`config.mk`:
```
export PLATFORM = sky130hd
export DESIGN_NAME = lcd_stream_ctrl
export DESIGN_NICKNAME = d
export VERILOG_FILES = /design/src/rtl/lcd_stream_ctrl.sv
export SDC_FILE = /design/constraint.sdc
export NUM_CORES = 1
export LEC_CHECK = 0
export BUFFER_PORTS_ARGS = -buffer_cell sky130_fd_sc_hd__buf_2
export CORE_MARGIN = 2
export CORE_UTILIZATION = 60
export CTS_BUF_LIST = sky130_fd_sc_hd__clkbuf_4
export CTS_CLUSTER_SIZE = 12
export DETAILED_ROUTE_END_ITERATION = 6
export PLACE_DENSITY = 0.76
export SETUP_SLACK_MARGIN = 0.15
export SYNTH_ARGS = -nofsm -noshare
export SYNTH_HDL_FRONTEND = slang
export SYNTH_SLANG_ARGS = --single-unit
```
`constraint.sdc`:
```
create_clock -name Clock -period 3.3 [get_ports Clock]
set_input_delay 0.33 -clock Clock [delete_from_list [all_inputs] [get_ports Clock]]
set_output_delay 0.33 -clock Clock [all_outputs]
set_load 0.02 [all_outputs]
```
`src/rtl/lcd_stream_ctrl.sv`:
```
// rtl/lcd_stream_ctrl.sv - HD44780-style LCD write controller with init sequencer and word FIFO
module lcd_stream_ctrl #(
    parameter int FIFO_DEPTH        = 8,
    parameter int POWERUP_CYCLES    = 40000,
    parameter int SETUP_CYCLES      = 2,
    parameter int E_CYCLES          = 20,
    parameter int CMD_WAIT_CYCLES   = 2000,
    parameter int CLEAR_WAIT_CYCLES = 80000,
    parameter int TWO_LINE          = 1,
    parameter int FONT_5X10         = 1,
    parameter int CURSOR_ON         = 1,
    parameter int BLINK_ON          = 1
) (
    input  logic                          Clock,
    input  logic                          Reset,
    input  logic                          in_valid,
    input  logic [8:0]                    in_data,
    output logic                          in_ready,
    output logic [7:0]                    data,
    output logic                          rs,
    output logic                          rw,
    output logic                          e,
    output logic                          init_done,
    output logic                          busy,
    output logic [$clog2(FIFO_DEPTH):0]   fifo_count
);

    localparam int AW = $clog2(FIFO_DEPTH);

    localparam int M1      = (POWERUP_CYCLES > CLEAR_WAIT_CYCLES) ? POWERUP_CYCLES : CLEAR_WAIT_CYCLES;
    localparam int M2      = (M1 > CMD_WAIT_CYCLES) ? M1 : CMD_WAIT_CYCLES;
    localparam int M3      = (M2 > E_CYCLES) ? M2 : E_CYCLES;
    localparam int MAX_CYC = (M3 > SETUP_CYCLES) ? M3 : SETUP_CYCLES;
    localparam int CNT_W   = $clog2(MAX_CYC + 1);

    localparam logic [2:0] S_POWERUP = 3'd0;
    localparam logic [2:0] S_LOAD    = 3'd1;
    localparam logic [2:0] S_SETUP   = 3'd2;
    localparam logic [2:0] S_PULSE   = 3'd3;
    localparam logic [2:0] S_WAIT    = 3'd4;
    localparam logic [2:0] S_IDLE    = 3'd5;

    localparam logic [7:0] INIT_FUNC  = {4'h3, (TWO_LINE != 0), (FONT_5X10 != 0), 2'b00};
    localparam logic [7:0] INIT_ENTRY = 8'h06;
    localparam logic [7:0] INIT_CLEAR = 8'h01;
    localparam logic [7:0] INIT_DISP  = {4'h0, 2'b11, (CURSOR_ON != 0), (BLINK_ON != 0)};
    localparam logic [2:0] INIT_WORDS = 3'd4;

    logic [8:0]           mem [FIFO_DEPTH];
    logic [AW-1:0]        wr_ptr;
    logic [AW-1:0]        rd_ptr;
    logic [AW:0]          count;
    logic                 push;
    logic                 pop;

    logic [2:0]           state;
    logic [2:0]           state_nx;
    logic [CNT_W-1:0]     cnt;
    logic [CNT_W-1:0]     cnt_nx;
    logic [2:0]           init_idx;
    logic                 go_load;
    logic                 load_fifo;
    logic                 is_clear;
    logic                 rst_q;
    logic [7:0]           init_word;
    logic [8:0]           load_word;

    assign in_ready   = (count != (AW + 1)'(FIFO_DEPTH));
    assign fifo_count = count;
    assign rw         = 1'b0;
    assign busy       = (state != S_IDLE) && !rst_q;

    assign push      = in_valid && in_ready;
    assign load_fifo = (init_idx == INIT_WORDS);
    assign pop       = go_load && load_fifo;
    // Clear/home/return commands need the long settle time
    assign is_clear  = !rs && (data[7:2] == 6'd0) && (data[1:0] != 2'd0);

    always_comb begin
        init_word = INIT_FUNC;
        case (init_idx[1:0])
            2'd0:    init_word = INIT_FUNC;
            2'd1:    init_word = INIT_ENTRY;
            2'd2:    init_word = INIT_CLEAR;
            default: init_word = INIT_DISP;
        endcase
    end

    assign load_word = load_fifo ? mem[rd_ptr] : {1'b0, init_word};

    always_ff @(posedge Clock) begin
        if (push) begin
            mem[wr_ptr] <= in_data;
        end
    end

    always_ff @(posedge Clock) begin
        if (Reset) begin
            wr_ptr <= '0;
            rd_ptr <= '0;
            count  <= '0;
        end else begin
            if (push) begin
                wr_ptr <= wr_ptr + 1'b1;
            end
            if (pop) begin
                rd_ptr <= rd_ptr + 1'b1;
            end
            case ({push, pop})
                2'b10:   count <= count + 1'b1;
                2'b01:   count <= count - 1'b1;
                default: count <= count;
            endcase
        end
    end

    // LOAD is counted as the first setup cycle, so e=0 spans exactly SETUP_CYCLES before rising
    always_comb begin
        state_nx = state;
        cnt_nx   = (cnt != '0) ? cnt - CNT_W'(1) : cnt;
        go_load  = 1'b0;
        case (state)
            S_POWERUP: begin
                if (cnt == '0) begin
                    state_nx = S_LOAD;
                    go_load  = 1'b1;
                end
            end
            S_LOAD: begin
                if (SETUP_CYCLES > 1) begin
                    state_nx = S_SETUP;
                    cnt_nx   = CNT_W'(SETUP_CYCLES - 2);
                end else begin
                    state_nx = S_PULSE;
                    cnt_nx   = CNT_W'(E_CYCLES - 1);
                end
            end
            S_SETUP: begin
                if (cnt == '0) begin
                    state_nx = S_PULSE;
                    cnt_nx   = CNT_W'(E_CYCLES - 1);
                end
            end
            S_PULSE: begin
                if (cnt == '0) begin
                    state_nx = S_WAIT;
                    cnt_nx   = is_clear ? CNT_W'(CLEAR_WAIT_CYCLES - 1)
                                        : CNT_W'(CMD_WAIT_CYCLES - 1);
                end
            end
            S_WAIT: begin
                if (cnt == '0) begin
                    if (!load_fifo || (count != '0)) begin
                        state_nx = S_LOAD;
                        go_load  = 1'b1;
                    end else begin
                        state_nx = S_IDLE;
                    end
                end
            end
            S_IDLE: begin
                if (count != '0) begin
                    state_nx = S_LOAD;
                    go_load  = 1'b1;
                end
            end
            default: begin
                state_nx = S_POWERUP;
                cnt_nx   = CNT_W'(POWERUP_CYCLES - 1);
            end
        endcase
    end

    always_ff @(posedge Clock) begin
        if (Reset) begin
            state     <= S_POWERUP;
            cnt       <= CNT_W'(POWERUP_CYCLES - 1);
            init_idx  <= '0;
            init_done <= 1'b0;
            data      <= '0;
            rs        <= 1'b0;
            e         <= 1'b0;
            rst_q     <= 1'b1;
        end else begin
            state <= state_nx;
            cnt   <= cnt_nx;
            e     <= (state_nx == S_PULSE);
            rst_q <= 1'b0;
            if (go_load) begin
                rs   <= load_word[8];
                data <= load_word[7:0];
                if (!load_fifo) begin
                    init_idx <= init_idx + 1'b1;
                end
            end
            if ((state == S_WAIT) && (cnt == '0) && load_fifo) begin
                init_done <= 1'b1;
            end
        end
    end

endmodule
```
# Yosys cells after proc, flatten, opt, wreduce, memory -nomap -nowiden
# Memories as Yosys holds them, arrays and structs flattened. A register that Yosys moved wholly into a read port is not among the register bits.
# Cells that the tools add are included.
# W data, S select, Z words.
[totals]
ff_bits = 45
latchBits = 0
mem_bits_rw = 72
rom_bits = 0
inputBits = 12
out_inout_bits = 18
word_cells = 78
n_memories = 1
[op_classes]
n_addsub = 6
mul = 0
n_div = 0
magnitude_cmp = 0
eq_ne = 13
n_shift = 0
n_mux = 25
bitwise = 1
n_reduce_logical = 21
[memory_table]
columns = ["name", "depth", "word_bits", "rd", "rd_ports_with_merged_regs", "wr", "line_no", "text"]
rows = [
  ["mem", 8, 9, 1, 1, 1, "49", "logic [8:0] mem [FIFO_DEPTH];"],
]
[ops]
columns = ["op", "n"]
rows = [
  ["$mux W17", 4],
  ["$pmux W17 S4", 1],
  ["$mux W3", 8],
  ["$pmux W3 S6", 1],
  ["$pmux W6 S3", 1],
  ["$logic_not A17 Y1", 1],
  ["$reduce_bool A17 Y1", 1],
  ["$sub A17 B1 Y17 const B", 1],
  ["$add A3 B1 Y3 const B", 3],
  ["$eq A3 B2 Y1 const B", 3],
  ["$eq A3 B3 Y1 const B", 3],
  ["$mux W9", 1],
  ["$pmux W4 S2", 1],
  ["$logic_and A1 B1 Y1", 7],
  ["$mux W1", 7],
  ["$logic_not A6 Y1", 1],
  ["$add A4 B1 Y4 const B", 1],
  ["$eq A2 B1 Y1 const B", 2],
  ["$eq A2 B2 Y1 const B", 2],
  ["$ne A4 B4 Y1 const B", 1],
  ["$reduce_bool A2 Y1", 2],
  ["$reduce_bool A4 Y1", 1],
  ["$sub A4 B1 Y4 const B", 1],
  ["$eq A3 B1 Y1 const B", 1],
  ["9 further kinds", 11],
]

# Depth between registers and ports, before layout
# Gate-level depths: netlist of run 1.
[depth]
word_depth = 9
mapped_depth = 13
depth_no_buf = 13

# Least setup slack after synthesis of run 1
# OpenSTA, ideal clock, no wires.
[synth_timing]
kind = "flip-flop to flip-flop"
start = "reg count[0] (netlist: fifo_count[0])"
end = "reg count[2] (netlist: fifo_count[2])"
setup_time_ps = 70
t_arrival_ps = 2736
required_time_ps = 3230
slack_ps = 493
path_stages_with_launch = 11
path_buffers = 1
synth_period_minus_slack_ps = 2807
cell_sequence = "dfxtp_1 or4b_2 clkbuf_1 nand2_1 ha_1 xor2_1 ha_1 a21oi_1 xor2_1 or3_1 a21oi_1"
[synth_between]
word_cells_on_any_way = 15
cone_classes = "add/sub: 2; eq/ne: 3; mux: 5; reduce/logical: 5"
[synth_rtl]
columns = ["element", "line_no", "text"]
rows = [
  ["from (decl)", "52", "logic [AW:0] count;"],
  ["from (signal assigned)", "110", "2'b10: count <= count + 1'b1;"],
  ["from (signal assigned)", "111", "2'b01: count <= count - 1'b1;"],
  ["from (signal assigned)", "112", "default: count <= count;"],
  ["$ne A4 B4 Y1 *", "68", "assign in_ready = (count != (AW + 1)'(FIFO_DEPTH));"],
  ["net in_ready", "18", "output logic in_ready,"],
  ["$logic_and A1 B1 Y1 *", "73", "assign push = in_valid && in_ready;"],
  ["$eq A2 B1 Y1 / $eq A2 B2 Y1 (equally long branches)", "109", "case ({push, pop})"],
  ["$pmux W4 S2 / $reduce_bool A2 Y1 (equally long branches)", "--", ""],
]
# The timed path passes the listed nets; every way through them passes the cells marked *.
# A chain may end at the register's enable or synchronous reset.

# Worst setup path in the final report of run 1
[layout_timing]
start = "reg cnt[0]"
end = "reg count[2] (netlist: fifo_count[2])"
[layout_between]
elab_chain_len = 6
word_cells_on_any_way = 9
cone_classes = "eq/ne: 2; mux: 4; reduce/logical: 3"
[layout_rtl]
columns = ["element", "line_no", "text"]
rows = [
  ["from (decl)", "58", "logic [CNT_W-1:0] cnt;"],
  ["from (signal assigned)", "177", "cnt <= CNT_W'(POWERUP_CYCLES - 1);"],
  ["from (signal assigned)", "186", "cnt <= cnt_nx;"],
  ["$logic_not A17 Y1 *", "124, 152", ""],
  ["$mux W1 (on tied branches)", "152, 124", ""],
  ["$pmux W1 S3 *", "122", "case (state)"],
  ["$logic_and A1 B1 Y1 *", "75", "assign pop = go_load && load_fifo;"],
  ["net pop", "54", "logic pop;"],
  ["$eq A2 B1 Y1 / $eq A2 B2 Y1 (equally long branches)", "109", ""],
  ["$pmux W4 S2 / $reduce_bool A2 Y1 (equally long branches)", "--", ""],
]
# Marks and branches as above.

==> reports/results.ini, run 1 <==
[synth]
synth_seq_cells=120
ys_types=60
async_reset_ff_frac=0
synth_nets=452
yosysTopAreaCell=edfxtp_1
post_synth.cell_area_avg_um2=12.6
syn_inst=426
synth_edf_count=72
ys_seq_area_frac=0.580
yosysWarnings=0
synthTopCellsByArea=edfxtp_1 40%, dfxtp_1 18%, mux4_2 7.5%
syn_area_um2=5380
synth_top_area_share=0.402
synthFlopType=edfxtp_1

[worst_setup_path]
critPathCaptureType=flop
critPathMostFrequentCell=ha_1
slowest_stage=dfxtp_1
cp.arrival_ps=3360
worstPathCellList=inv_1 > ha_1 > nor4b_4 > a41oi_4 > nand3b_1 > inv_1 > ha_1 > xor2_1 > ha_1 > a21oi_1 > xor2_1 > or3_1 > a21oi_1
required_ps=3740
cp-start-kind=flop
crit_buf_inv=2
crit_family=simple AND/OR/NAND/NOR gates
cpPeakStageDelay_ps=370
cp_max_fo=6
path_class=flop to flop

[floorplan]
io_pins=30
die_x_um=98.7
die_h_um=98.7
core-area_um2=8720
die_area_um2=9740
initial_core_util=0.617
rows=34

[sta]
setup_viol=0
period_minus_slack_ps=2920
hold_violations=0
skew_ps=20.3
worst_pin_slew_ps=914
max_freq_mhz=343
rsz0062_at_grt=false
final.setup.tns_ps=0
relSlewSlack=0.388
maxSlewViolCount=0
timing.hold.ws_ps=59.8
period_share=0.884

[final_layout]
drive_above_1_share=0.250
multi_input_area_um2=2130
final_common_cell=edfxtp_1
diodes=0
seqCellArea_um2=3120
nFillCells=617
nNetsFinal=493
final_cell_mix=72 x edfxtp_1, 48 x dfxtp_1, 33 x nand2_1
areaGrowthSynthToFinish_pct=11.5

[power]
p_switching_mw=0.728
leakage_nw=2.10
sw_frac_of_total=0.253
combinationalPowerShare=0.042
ir_drop_uv=509
p_int_mw=2.15
sequentialPowerShare=0.569
power_density_nw_per_um2=479
clkPwrFrac=0.389

[global_routing]
antenna_found_initial=0
grt_pass1_vias=3511
grt_usage=0.242
overflow=0
grt_pass1_wl_um=18000
grt_max_degree=37

[cts]
root_buffer=clkbuf_4
clk_latency_ps=520
cts_buffers=17
cts_tree=yes
htreeDepth=4
cts_buffer_depth=2
cts.sinks=120
clkTransAtPathRegs_ps=130

[run]
max_cap_violations=0

[drt]
detail-route-antenna-nets=0
drtPass1Iterations=4
vias=3594
drt-wirelength-per-cell_um=18.8
vias_per_cell=6.11
drt_wl_total_um=11100
drcViolationCount=0
drtIter0Drc=208

[place]
hpwl_um=7390
place_congestion=0.933
io_buffer_count=28

[run_status]
status=completed

[worst_hold_path]
hp-class=primary input to flop

## layout make-up
cell class,count,area share
sequential,120,0.520
clock inverter,15,0.0300
multi-input combinational,274,0.356
tap,108,0.0225
inverter,9,0.00563
timing repair buffer,45,0.0446
clock buffer,17,0.0213
## cell families (layout without fill, tap and decap cells)
family / after synthesis / after routing / synth area share
flops: 120 / 120 / 0.580
xor+xnor: 15 / 15 / 0.0244
mux: 32 / 32 / 0.102
other cells: 1 / 1 / 0.000697
buf+inv: 32 / 86 / 0.0265
compound gates: 75 / 75 / 0.0897
simple gates: 137 / 137 / 0.143
fa+ha+maj: 14 / 14 / 0.0326
## sequential cells by signal, summed over array words and instances, names as in the netlist, 3 cells and up, named ones only
signal and count:
init_idx 3, fifo_count 4, data 8, cnt 17, state 3, rd_ptr 3, wr_ptr 3, mem 72
## final timing paths
kind,startpoint,endpoint,slack [ps],cells past startpoint
worst min-delay path,in_data[8],mem[7][8],60,1
worst min register to register,data[2],data[2],470,2
worst max-delay path,cnt[0],fifo_count[2],380,13
worst max register to register,cnt[0],fifo_count[2],380,13
## metrics by stage
stage | power, mW | std cells | setup WS (ps) | area (µm²) | util
final | 2.88 | 588 | 384 | 6000 | 0.688
after global routing | 2.98 | 588 | 167 | 6000 | 0.688
after CTS | 2.89 | 584 | 278 | 5960 | 0.683
after detailed placement | 1.79 | 552 | 313 | 5650 | 0.648
after global placement | 1.78 | 552 | 483 | 5650 | 0.648
after floorplan | 1.74 | 426 | 493 | 5380 | -
## per-layer routing
metal / global-route usage / wire length (µm) / vias to the layer above
met5: 0 / 0 / -
met3: 0.0567 / 633 / 17
met2: 0.402 / 5580 / 115
met4: 0.0885 / 162 / 0
li1: - / - / 1701
met1: 0.313 / 4690 / 1761
## repair_timing
action,CTS,global route
hold buffers,0,0
setup endpoints to repair,0,2
gates resized for setup,0,2
buffers inserted,0,4
## synth_stat cells, types with 3 or more instances
master    count
edfxtp_1     72
dfxtp_1      48
nand2_1      33
a21oi_1      28
nor2_1       25
mux4_2       18
nor3_1       16
clkbuf_1     15
o21ai_0      15
ha_1         14
nand3_1      12
mux2i_1      10
inv_1         9
nor4_1        8
xnor2_1       8
xor2_1        7
o21a_1        5
a211oi_1      4
mux2_2        4
nand2b_1      4
nand3b_1      4
or3_1         4
a21o_1        3
a31oi_1       3
and2_1        3
buf_2         3
nor2b_1       3
or2_2         3
## power groups by stage
stage / Clock [mW] / Combinational, mW / Sequential, mW
finish: 1.12 / 0.121 / 1.64
global route: 1.21 / 0.134 / 1.64
CTS: 1.14 / 0.120 / 1.64
detailed placement: 0 / 0.118 / 1.67
global placement: 0 / 0.114 / 1.67
floorplan: 0 / 0.0695 / 1.67
(Power assumes the default switching activity.)
==> run 2, diff against run 1 <==
--- a/config.mk
+++ b/config.mk
@@ -11,7 +11,7 @@
 export CTS_BUF_LIST = sky130_fd_sc_hd__clkbuf_4
 export CTS_CLUSTER_SIZE = 12
 export DETAILED_ROUTE_END_ITERATION = 6
-export PLACE_DENSITY = 0.76
+export PLACE_DENSITY = 0.79
 export SETUP_SLACK_MARGIN = 0.15
 export SYNTH_ARGS = -nofsm -noshare
 export SYNTH_HDL_FRONTEND = slang
==> constraint.sdc (replaced) <==
create_clock -name Clock -period 3.3 [get_ports Clock]
set_input_delay 0.165 -clock Clock [delete_from_list [all_inputs] [get_ports Clock]]
set_output_delay 0.165 -clock Clock [all_outputs]
set_load 0.02 [all_outputs]
==> run 2 against run 1 <==
Routed wire length fell by 1.4%. Clock power is 11% higher. Sequential power about the same. First-iteration DRC count grew 3.4%. Utilization is 1.2 points higher. Critical endpoint unchanged. Largest cell class unchanged. Largest power group unchanged.
==> reports/results.ini, run 2 (synthesis results as in run 1) <==
[floorplan]
die_x_um=98.7  ; unchanged
core-area_um2=8720  ; unchanged
die_area_um2=9740  ; unchanged
die_h_um=98.7  ; unchanged
io_pins=30  ; unchanged
rows=34  ; unchanged
initial_core_util=0.617  ; unchanged

[drt]
detail-route-antenna-nets=0  ; unchanged
vias_per_cell=6.06  ; -0.82%
drt-wirelength-per-cell_um=18.3  ; -2.5%
drtIter0Drc=215  ; +3.4%
drtPass1Iterations=6  ; +2
vias=3607  ; +0.36%
drt_wl_total_um=10900  ; -1.4%
drcViolationCount=0  ; unchanged

[sta]
setup_ws_ps=326  ; -58.4 ps
setup_viol=0  ; unchanged
max_freq_mhz=336  ; -2.0%
worst_pin_slew_ps=969  ; +54.6 ps
period_minus_slack_ps=2970  ; +58.4 ps
period_share=0.901  ; +0.0177
relSlewSlack=0.352  ; -0.0366
rsz0062_at_grt=false
hold_violations=0  ; unchanged
skew_ps=19.9  ; -0.352 ps
final.setup.tns_ps=0  ; unchanged
maxSlewViolCount=0  ; unchanged

[worst_setup_path]
reg2reg_slack_ps=330  ; -60 ps
crit_buf_inv=1  ; -1
worstPathCellList=or4_1 > or2_2 > nand3b_1 > inv_1 > ha_1 > xor2_1 > ha_1 > a21oi_1 > xor2_1 > or3_1 > a21oi_1
slowest_stage=or4_1
cpPeakStageDelay_ps=620  ; +250 ps
cp_max_fo=8  ; +2
cp-start-kind=flop
required_ps=3730  ; about the same
path_class=flop to flop
cp.arrival_ps=3400  ; +40 ps
critPathCaptureType=flop
crit_family=simple AND/OR/NAND/NOR gates

[run_status]
status=completed

[worst_hold_path]
hp-class=primary input to flop

[cts]
cts_tree=yes
clkTransAtPathRegs_ps=120  ; about the same
post_cts_buffers=0  ; unchanged
cts_buffers=17  ; unchanged
cts.sinks=120  ; unchanged
clk_latency_ps=500  ; -20 ps
root_buffer=clkbuf_4
cts_buffer_depth=2  ; unchanged
htreeDepth=4  ; unchanged

[global_routing]
grt_usage=0.235  ; -0.00627
grt_pass1_wl_um=17700  ; -1.6%
grt_max_degree=37  ; unchanged
overflow=0  ; unchanged
antenna_found_initial=0  ; unchanged
grt_pass1_vias=3517  ; +0.17%

[final_layout]
diodes=0  ; unchanged
final_cell_mix=72 x edfxtp_1, 48 x dfxtp_1, 33 x nand2_1
final_common_cell=edfxtp_1
nFillCells=617  ; unchanged
areaGrowthSynthToFinish_pct=13.5
final_area_um2=6110  ; +1.8%
nNetsFinal=500  ; +1.4%
drive_above_1_share=0.236  ; -0.0139
multi_input_area_um2=2130  ; -0.18%
seqCellArea_um2=3120  ; unchanged
regMostFlops=mem
largest_reg_flops=72  ; unchanged
reg_top3=mem x72, cnt x17, data x8

[place]
place_area_um2=5660  ; +0.13%
place_congestion=0.914  ; -2.1%
hpwl_um=7160  ; -3.1%
io_buffer_count=28  ; unchanged
place_ws_ps=340  ; +26.8 ps

[power]
leakage_nw=2.14  ; +1.9%
ir_drop_uv=347  ; -32%
power_density_nw_per_um2=491  ; +2.5%
fin_total_pwr_mw=3.00  ; +4.3%

[run]
max_cap_violations=0  ; unchanged

## run 2: cell count changes in the layout (fill, tap and decap cells not counted), moves of 2 or more
cell | previous run | this run
inv_8 | 4 | 1
bufinv_16 | 2 | 4
dlygate4sd3_1 | 0 | 10
buf_4 | 17 | 14
## run 2: worst reg2reg max path: stages (launching register included)
cell	delay [ps]
dfxtp_1	390
or4_1	620
or2_2	340
nand3b_1	160
inv_1	90
ha_1	250
xor2_1	160
ha_1	180
a21oi_1	160
xor2_1	100
or3_1	310
a21oi_1	140
## run 2: cell type report
cell class	count	share of cell area
well taps	108	0.0221
clock inverters	15	0.0348
multi-input cells	274	0.349
clock buffers	17	0.0209
flip-flops and latches	120	0.511
inverters	9	0.00553
repair buffers	52	0.0565
## run 2: layer usage
metal  vias up  wire (µm)  global-route usage
met4         0        123              0.0653
met5         -          0                   0
met1      1757       4690               0.305
li1       1709          -                   -
met2       126       5630               0.396
met3        15        472              0.0638
## run 2: repair_timing
action / 4_1_cts / 5_1_grt
hold buffers: 10 / 0
resized for setup: 0 / 1
endpoints found under the setup margin: 0 / 2
hold endpoints to repair: 73 / 0
## run 2: per-stage QoR
stage	hold WS, ps	utilization	cells
2_1_floorplan	193	-	426
3_3_place_gp	428	0.649	553
3_5_place_dp	443	0.649	553
4_1_cts	85.1	0.699	595
5_1_grt	91.1	0.700	595
6_report	117	0.700	595
## run 2: worst paths after layout
kind | to | cells after the start | startpoint
min | rst_q | 1 | Reset
max | fifo_count[2] | 11 | fifo_count[0]
min reg2reg | data[6] | 2 | data[6]
max reg2reg | fifo_count[2] | 11 | fifo_count[0]
## run 2: power by group
part           internal (mW)  switching [mW]
Clock                  0.621           0.617
Sequential              1.62          0.0186
Combinational         0.0545          0.0744
